File: config.mk
export PLATFORM = sky130hd
export DESIGN_NAME = id_decode_queue
export DESIGN_NICKNAME = d
export VERILOG_FILES = /design/src/rtl/id_decode_queue.sv
export SDC_FILE = /design/constraint.sdc
export NUM_CORES = 1
export LEC_CHECK = 0
export BUFFER_PORTS_ARGS = -buffer_cell sky130_fd_sc_hd__buf_2
export CORE_MARGIN = 2
export CORE_UTILIZATION = 40
export DETAILED_ROUTE_END_ITERATION = 12
export PLACE_DENSITY_LB_ADDON = 0.1
export SYNTH_ARGS = -nofsm -noshare
export SYNTH_HDL_FRONTEND = slang
export SYNTH_SLANG_ARGS = --single-unit
File: constraint.sdc
create_clock -name i_clk -period 11.3 [get_ports i_clk]
set_input_delay 1.695 -clock i_clk [delete_from_list [all_inputs] [get_ports i_clk]]
set_output_delay 1.695 -clock i_clk [all_outputs]
set_load 0.01 [all_outputs]
File: src/rtl/id_decode_queue.sv
// id_decode_queue: registered MIPS instruction-decode stage with a DEPTH-entry queue.
// Each fetched word is split into fields and its immediate, jump target and class
// are worked out at enqueue time. The head entry drives the outputs.
// Optional feature: define DECODE_ILLEGAL_EN to store and report a per-entry
// undefined-instruction flag on o_out_illegal (tied to 0 otherwise).
module id_decode_queue #(
   parameter int unsigned XLEN  = 32,
   parameter int unsigned DEPTH = 2
) (
   input  logic            i_clk,
   input  logic            i_rst_n,
   input  logic            i_flush,
   input  logic            i_in_valid,
   output logic            o_in_ready,
   input  logic [31:0]     i_in_ins,
   input  logic [XLEN-1:0] i_in_pc,
   output logic            o_out_valid,
   input  logic            i_out_ready,
   output logic [XLEN-1:0] o_out_pc,
   output logic [5:0]      o_out_op,
   output logic [5:0]      o_out_func,
   output logic [4:0]      o_out_sa,
   output logic [4:0]      o_out_rs,
   output logic [4:0]      o_out_rt,
   output logic [4:0]      o_out_rd,
   output logic [XLEN-1:0] o_out_imm,
   output logic [XLEN-1:0] o_out_jtarget,
   output logic [5:0]      o_out_cls,
   output logic            o_out_illegal
);

   localparam int unsigned PW = $clog2(DEPTH);
   localparam int unsigned CW = $clog2(DEPTH + 1);
   localparam logic [CW-1:0] DEPTH_C = CW'(DEPTH);

   logic [31:0]     r_ins [DEPTH];
   logic [XLEN-1:0] r_pc  [DEPTH];
   logic [XLEN-1:0] r_imm [DEPTH];
   logic [XLEN-1:0] r_jt  [DEPTH];
   logic [5:0]      r_cls [DEPTH];

   logic [PW-1:0]   r_wptr, r_rptr;
   logic [CW-1:0]   r_count;

   logic            w_push, w_pop, w_nonempty;
   logic [5:0]      w_op, w_func;
   logic [XLEN-1:0] w_imm, w_jt;
   logic [XLEN-29:0] w_pc4_hi;
   logic [5:0]      w_cls;
   logic [31:0]     w_head_ins;

   assign w_nonempty  = (r_count != '0);
   assign o_in_ready  = (r_count < DEPTH_C);
   assign o_out_valid = w_nonempty;
   // A flush cancels any handshake in the same cycle
   assign w_push      = i_in_valid & o_in_ready & ~i_flush;
   assign w_pop       = w_nonempty & i_out_ready & ~i_flush;

   assign w_op   = i_in_ins[31:26];
   assign w_func = i_in_ins[5:0];
   // Upper bits of pc+4: bits [1:0] cannot carry, so only [27:2] matter for the carry
   assign w_pc4_hi = i_in_pc[XLEN-1:28] + (XLEN-28)'(&i_in_pc[27:2]);
   assign w_jt     = {w_pc4_hi, i_in_ins[25:0], 2'b00};

   // Immediate extension and instruction classification of the incoming word
   always_comb begin
      w_imm = XLEN'($signed(i_in_ins[15:0]));
      w_cls = 6'b000000;
      case (w_op)
         6'h0C, 6'h0D, 6'h0E: w_imm = XLEN'(i_in_ins[15:0]);
         6'h0F:               w_imm = XLEN'({i_in_ins[15:0], 16'h0000});
         default:             ;
      endcase
      case (w_op)
         6'h00:                      w_cls = (w_func == 6'h08) ? 6'b100000 : 6'b000001;
         6'h02, 6'h03:               w_cls = 6'b000010;
         6'h01, 6'h04, 6'h05,
         6'h06, 6'h07:               w_cls = 6'b000100;
         6'h20, 6'h21, 6'h22,
         6'h23, 6'h24, 6'h25:        w_cls = 6'b001000;
         6'h28, 6'h29, 6'h2B:        w_cls = 6'b010000;
         default:                    w_cls = 6'b000000;
      endcase
   end

   // Pointer and occupancy bookkeeping
   always_ff @(posedge i_clk or negedge i_rst_n) begin
      if (!i_rst_n) begin
         r_wptr  <= '0;
         r_rptr  <= '0;
         r_count <= '0;
      end else if (i_flush) begin
         r_wptr  <= '0;
         r_rptr  <= '0;
         r_count <= '0;
      end else begin
         if (w_push) r_wptr <= r_wptr + PW'(1);
         if (w_pop)  r_rptr <= r_rptr + PW'(1);
         if (w_push && !w_pop)      r_count <= r_count + CW'(1);
         else if (w_pop && !w_push) r_count <= r_count - CW'(1);
      end
   end

   // Entry storage; contents are don't-care until counted, so no reset needed
   always_ff @(posedge i_clk) begin
      if (w_push) begin
         r_ins[r_wptr] <= i_in_ins;
         r_pc[r_wptr]  <= i_in_pc;
         r_imm[r_wptr] <= w_imm;
         r_jt[r_wptr]  <= w_jt;
         r_cls[r_wptr] <= w_cls;
      end
   end

   assign w_head_ins = r_ins[r_rptr];

   // Head entry to outputs, forced to zero while empty
   always_comb begin
      o_out_pc      = '0;
      o_out_op      = '0;
      o_out_func    = '0;
      o_out_sa      = '0;
      o_out_rs      = '0;
      o_out_rt      = '0;
      o_out_rd      = '0;
      o_out_imm     = '0;
      o_out_jtarget = '0;
      o_out_cls     = '0;
      if (w_nonempty) begin
         o_out_pc      = r_pc[r_rptr];
         o_out_op      = w_head_ins[31:26];
         o_out_func    = w_head_ins[5:0];
         o_out_sa      = w_head_ins[10:6];
         o_out_rs      = w_head_ins[25:21];
         o_out_rt      = w_head_ins[20:16];
         o_out_rd      = w_head_ins[15:11];
         o_out_imm     = r_imm[r_rptr];
         o_out_jtarget = r_jt[r_rptr];
         o_out_cls     = r_cls[r_rptr];
      end
   end

`ifdef DECODE_ILLEGAL_EN
   logic r_ill [DEPTH];
   logic w_ill;

   // Undefined opcode, or undefined function code within the SPECIAL opcode
   always_comb begin
      w_ill = 1'b1;
      case (w_op)
         6'h00: begin
            case (w_func)
               6'h00, 6'h02, 6'h03, 6'h04, 6'h06, 6'h07, 6'h08, 6'h09,
               6'h20, 6'h21, 6'h22, 6'h23, 6'h24, 6'h25, 6'h26, 6'h27,
               6'h2A, 6'h2B: w_ill = 1'b0;
               default:      w_ill = 1'b1;
            endcase
         end
         6'h01, 6'h02, 6'h03, 6'h04, 6'h05, 6'h06, 6'h07, 6'h08,
         6'h09, 6'h0A, 6'h0B, 6'h0C, 6'h0D, 6'h0E, 6'h0F,
         6'h20, 6'h21, 6'h22, 6'h23, 6'h24, 6'h25,
         6'h28, 6'h29, 6'h2B: w_ill = 1'b0;
         default:             w_ill = 1'b1;
      endcase
   end

   // Per-entry illegal flag storage
   always_ff @(posedge i_clk) begin
      if (w_push) r_ill[r_wptr] <= w_ill;
   end

   assign o_out_illegal = w_nonempty & r_ill[r_rptr];
`else
   assign o_out_illegal = 1'b0;
`endif

endmodule

==> results.py <==
metrics = {
    "yosys": {
        "yosys-top-cells-area": "edfxtp_1 72%, mux2i_1 12%, nor2_1 4.7%, buf_4 2.5%, a21o_1 1.4%",
        "syn_avg_cell_area_um2": 15.5,
        "synth_cell_type_count": 35,
        "synthArstFlopShare_pct": 1.85,
        "synth_ff_type": "edfxtp_1",
        "synth_warnings": 0,
        "synthMostInstantiatedCell": "edfxtp_1",
        "yosysTopAreaCell": "edfxtp_1",
        "netlist_area_um2": 8820,
        "seq_area_frac_synth_pct": 73.3,
        "synth-edff-count": 212,
        "syn_inst": 569,
        "synth.top_cell.area_share_pct": 72.1,
        "ys_top_cells_by_count": "212 x edfxtp_1, 111 x nor2_1, 107 x mux2i_1",
        "ys_seq_elements": 216,
    },
    "sta": {
        "fin_hold_ws_ns": 0.577,
        "setup_violations": 0,
        "clock_skew_ns": 0.00445,
        "fmax_ghz": 0.208,
        "max_slew_margin_pct": 27.6,
        "slew_violations": 0,
        "tns_ns": 0,
        "rsz0062_at_grt": "no",
        "hold_violations": 0,
        "tightest_slew_ns": 1.09,
        "fin_crit_ns": 4.80,
        "finalCritPeriodShare_pct": 42.5,
        "finalWorstSetupSlack_ns": 6.50,
    },
    "routing": {
        "drc": 0,
        "wl_per_cell_um": 17.7,
        "dr.pass1.iters": 4,
        "routed_via_density": 4.91,
        "dr_total_vias": 5150,
        "drt_iter0_drc": 248,
        "ant_nets": 0,
        "routed_wl_um": 18500,
    },
    "clocking": {
        "postCtsHoldBufs": 0,
        "cts_setup_buffers": 0,
        "insertion_delay_ns": 0.50,
        "cts_tree": "yes",
        "cts-root-buf": "clkbuf_16",
        "cts_made_buffers": 24,
        "cts-resized-gates": 0,
        "h-tree-depth": 1,
        "clock_path_buffers": 3,
        "cts_sinks": 216,
        "cts.clk_slew.worst_paths_ns": 0.06,
    },
    "critical_path": {
        "critPathLaunchType": "register",
        "max_stage_delay_ns": 1.12,
        "ff2ff_path_depth": 3,
        "cp_cell_sequence": "buf_4 > mux2i_1 > nor2_1 > buf_2",
        "startpoint": "r_rptr",
        "worstSetupEndpoint": "o_out_imm[18]",
        "r2r_end": "r_pc[1][6]",
        "crit_slowest_cell": "dfrtp_4",
        "reg2reg_slack_ns": 9.24,
        "arrival_ns": 3.10,
        "path_max_fanout": 60,
        "cp-end-kind": "primary output",
        "required_ns": 9.61,
        "r2r-start": "r_count[1]",
        "critPathKind": "register to primary output",
    },
    "pwr": {
        "ir_worst_vdd_uv": 101,
        "power-per-cell-area_nw_per_um2": 179,
        "sw_frac_of_total_pct": 22.7,
        "power_frac_clock_pct": 41.0,
        "p_sw_w": 0.000436,
        "power.share.combinational_pct": 10.3,
        "finalPower_w": 0.00192,
        "p_int_w": 0.00149,
        "p_leak_nw": 4.16,
        "seq_power_share_pct": 48.7,
    },
    "run": {
        "cap_violations": 0,
    },
    "floorplanning": {
        "rows": 54,
        "core_um2": 21800,
        "fp.dieH_um": 153,
        "die-area_um2": 23300,
        "start_util_pct": 40.6,
        "die_w_um": 153,
        "ios": 206,
    },
    "grt": {
        "grt_overflow": 0,
        "grt_pass1_wl_um": 29200,
        "track_usage_pct": 15.6,
        "grt_max_degree": 77,
        "antenna_found_initial": 0,
        "grt_pass1_vias": 5391,
    },
    "worst_hold_path": {
        "hold_path.class": "register to register",
    },
    "layout": {
        "nets": 822,
        "multiInputGateArea_um2": 2030,
        "syn2layout_area_growth_pct": 21.7,
        "diodes": 0,
        "layout-drive-gt1-share_pct": 32.8,
        "regArea_um2": 6470,
        "num-fill-cells": 1931,
    },
    "status": {
        "status": "finished, final reports clean",
    },
    "placed_design": {
        "place_congestion": 0.707,
        "dp.final_hpwl_um": 11500,
        "io_buffers": 202,
        "preCtsSetupSlack_ns": 6.93,
    },
}
[through the flow]
step	util, %	instances	area [um2]
after global routing	49.4	1048	10700
after detailed placement	45.7	1005	9940
after CTS	49.4	1048	10700
after floorplan	-	571	8830
after global placement	45.7	1005	9940
final	49.4	1048	10700
[power groups by stage]
| stage | logic (W) | registers, W | clock network (W) |
|---|---|---|---|
| 6_report | 0.000198 | 0.000937 | 0.000789 |
| 5_1_grt | 0.000218 | 0.000940 | 0.000841 |
| 4_1_cts | 0.000203 | 0.000938 | 0.000812 |
| 3_5_place_dp | 0.000202 | 0.000954 | 0 |
| 3_3_place_gp | 0.000200 | 0.000953 | 0 |
| 2_1_floorplan | 0.000134 | 0.000950 | 0 |
[registers in the layout, indices dropped and copies added, names as in the netlist]
register and flops:
r_rptr 1, r_wptr 1, r_imm 64, r_count 2
r_cls 12, r_ins 64, r_pc 64, r_jt 8
[layout by cell type (no fill, tap or decap), drive strengths merged, types with 2 or more instances in the layout]
master,instances
edfxtp,212
buf,210
nor2,111
mux2i,107
clkbuf,28
nor2b,19
a21o,16
clkinv,11
nand4,6
bufinv,4
dfrtp,4
inv,3
nand2,3
xor2,3
a21oi,3
conb,3
or4,2
nor4,2
nand2b,2
o21ai,2
ha,2
nor3,2
[logic make-up after synthesis]
group           after synthesis  synth area share, %
flops                       216                 73.3
xor+xnor                      4                0.397
simple gates                156                 7.98
other cells                   1               0.0425
fa+ha+maj                     2                0.284
buf+inv                      59                 3.96
mux                         107                 12.1
compound gates               24                 1.93
[final cells by class]
cell class / instances / area share [%]
flip-flops and latches: 216 / 60.2
multi-input cells: 296 / 18.9
inverters: 3 / 0.105
repair buffers: 210 / 9.97
clock buffers: 28 / 5.93
clock inverters: 15 / 1.57
well taps: 280 / 3.26
[layer usage]
metal,up-vias,routed length [um],global-route usage (%)
li1,2414,-,-
met1,2556,8010,19.9
met2,156,9230,27.5
met3,24,978,2.73
met4,0,318,4.19
met5,-,0,0
[worst max-delay path: cells and delay by family (launching register included)]
| kind | cells | cell delay [ns] |
|---|---|---|
| AND/OR/NAND/NOR | 1 | 0.10 |
| buffers and inverters | 2 | 1.01 |
| multiplexers | 1 | 0.33 |
| flip-flops | 1 | 1.12 |
[worst min path at each step]
stage / slack (ns) / from / end / cells after the start
floorplan: 0.52 / r_wptr / r_wptr / 2
global placement: 0.55 / r_wptr / r_wptr / 2
detailed placement: 0.56 / r_wptr / r_wptr / 2
CTS: 0.58 / r_wptr / r_wptr / 2
global route: 0.61 / r_wptr / r_wptr / 2
finish: 0.58 / r_wptr / r_wptr / 2
No activity file was read; power rests on OpenSTA's default activity.
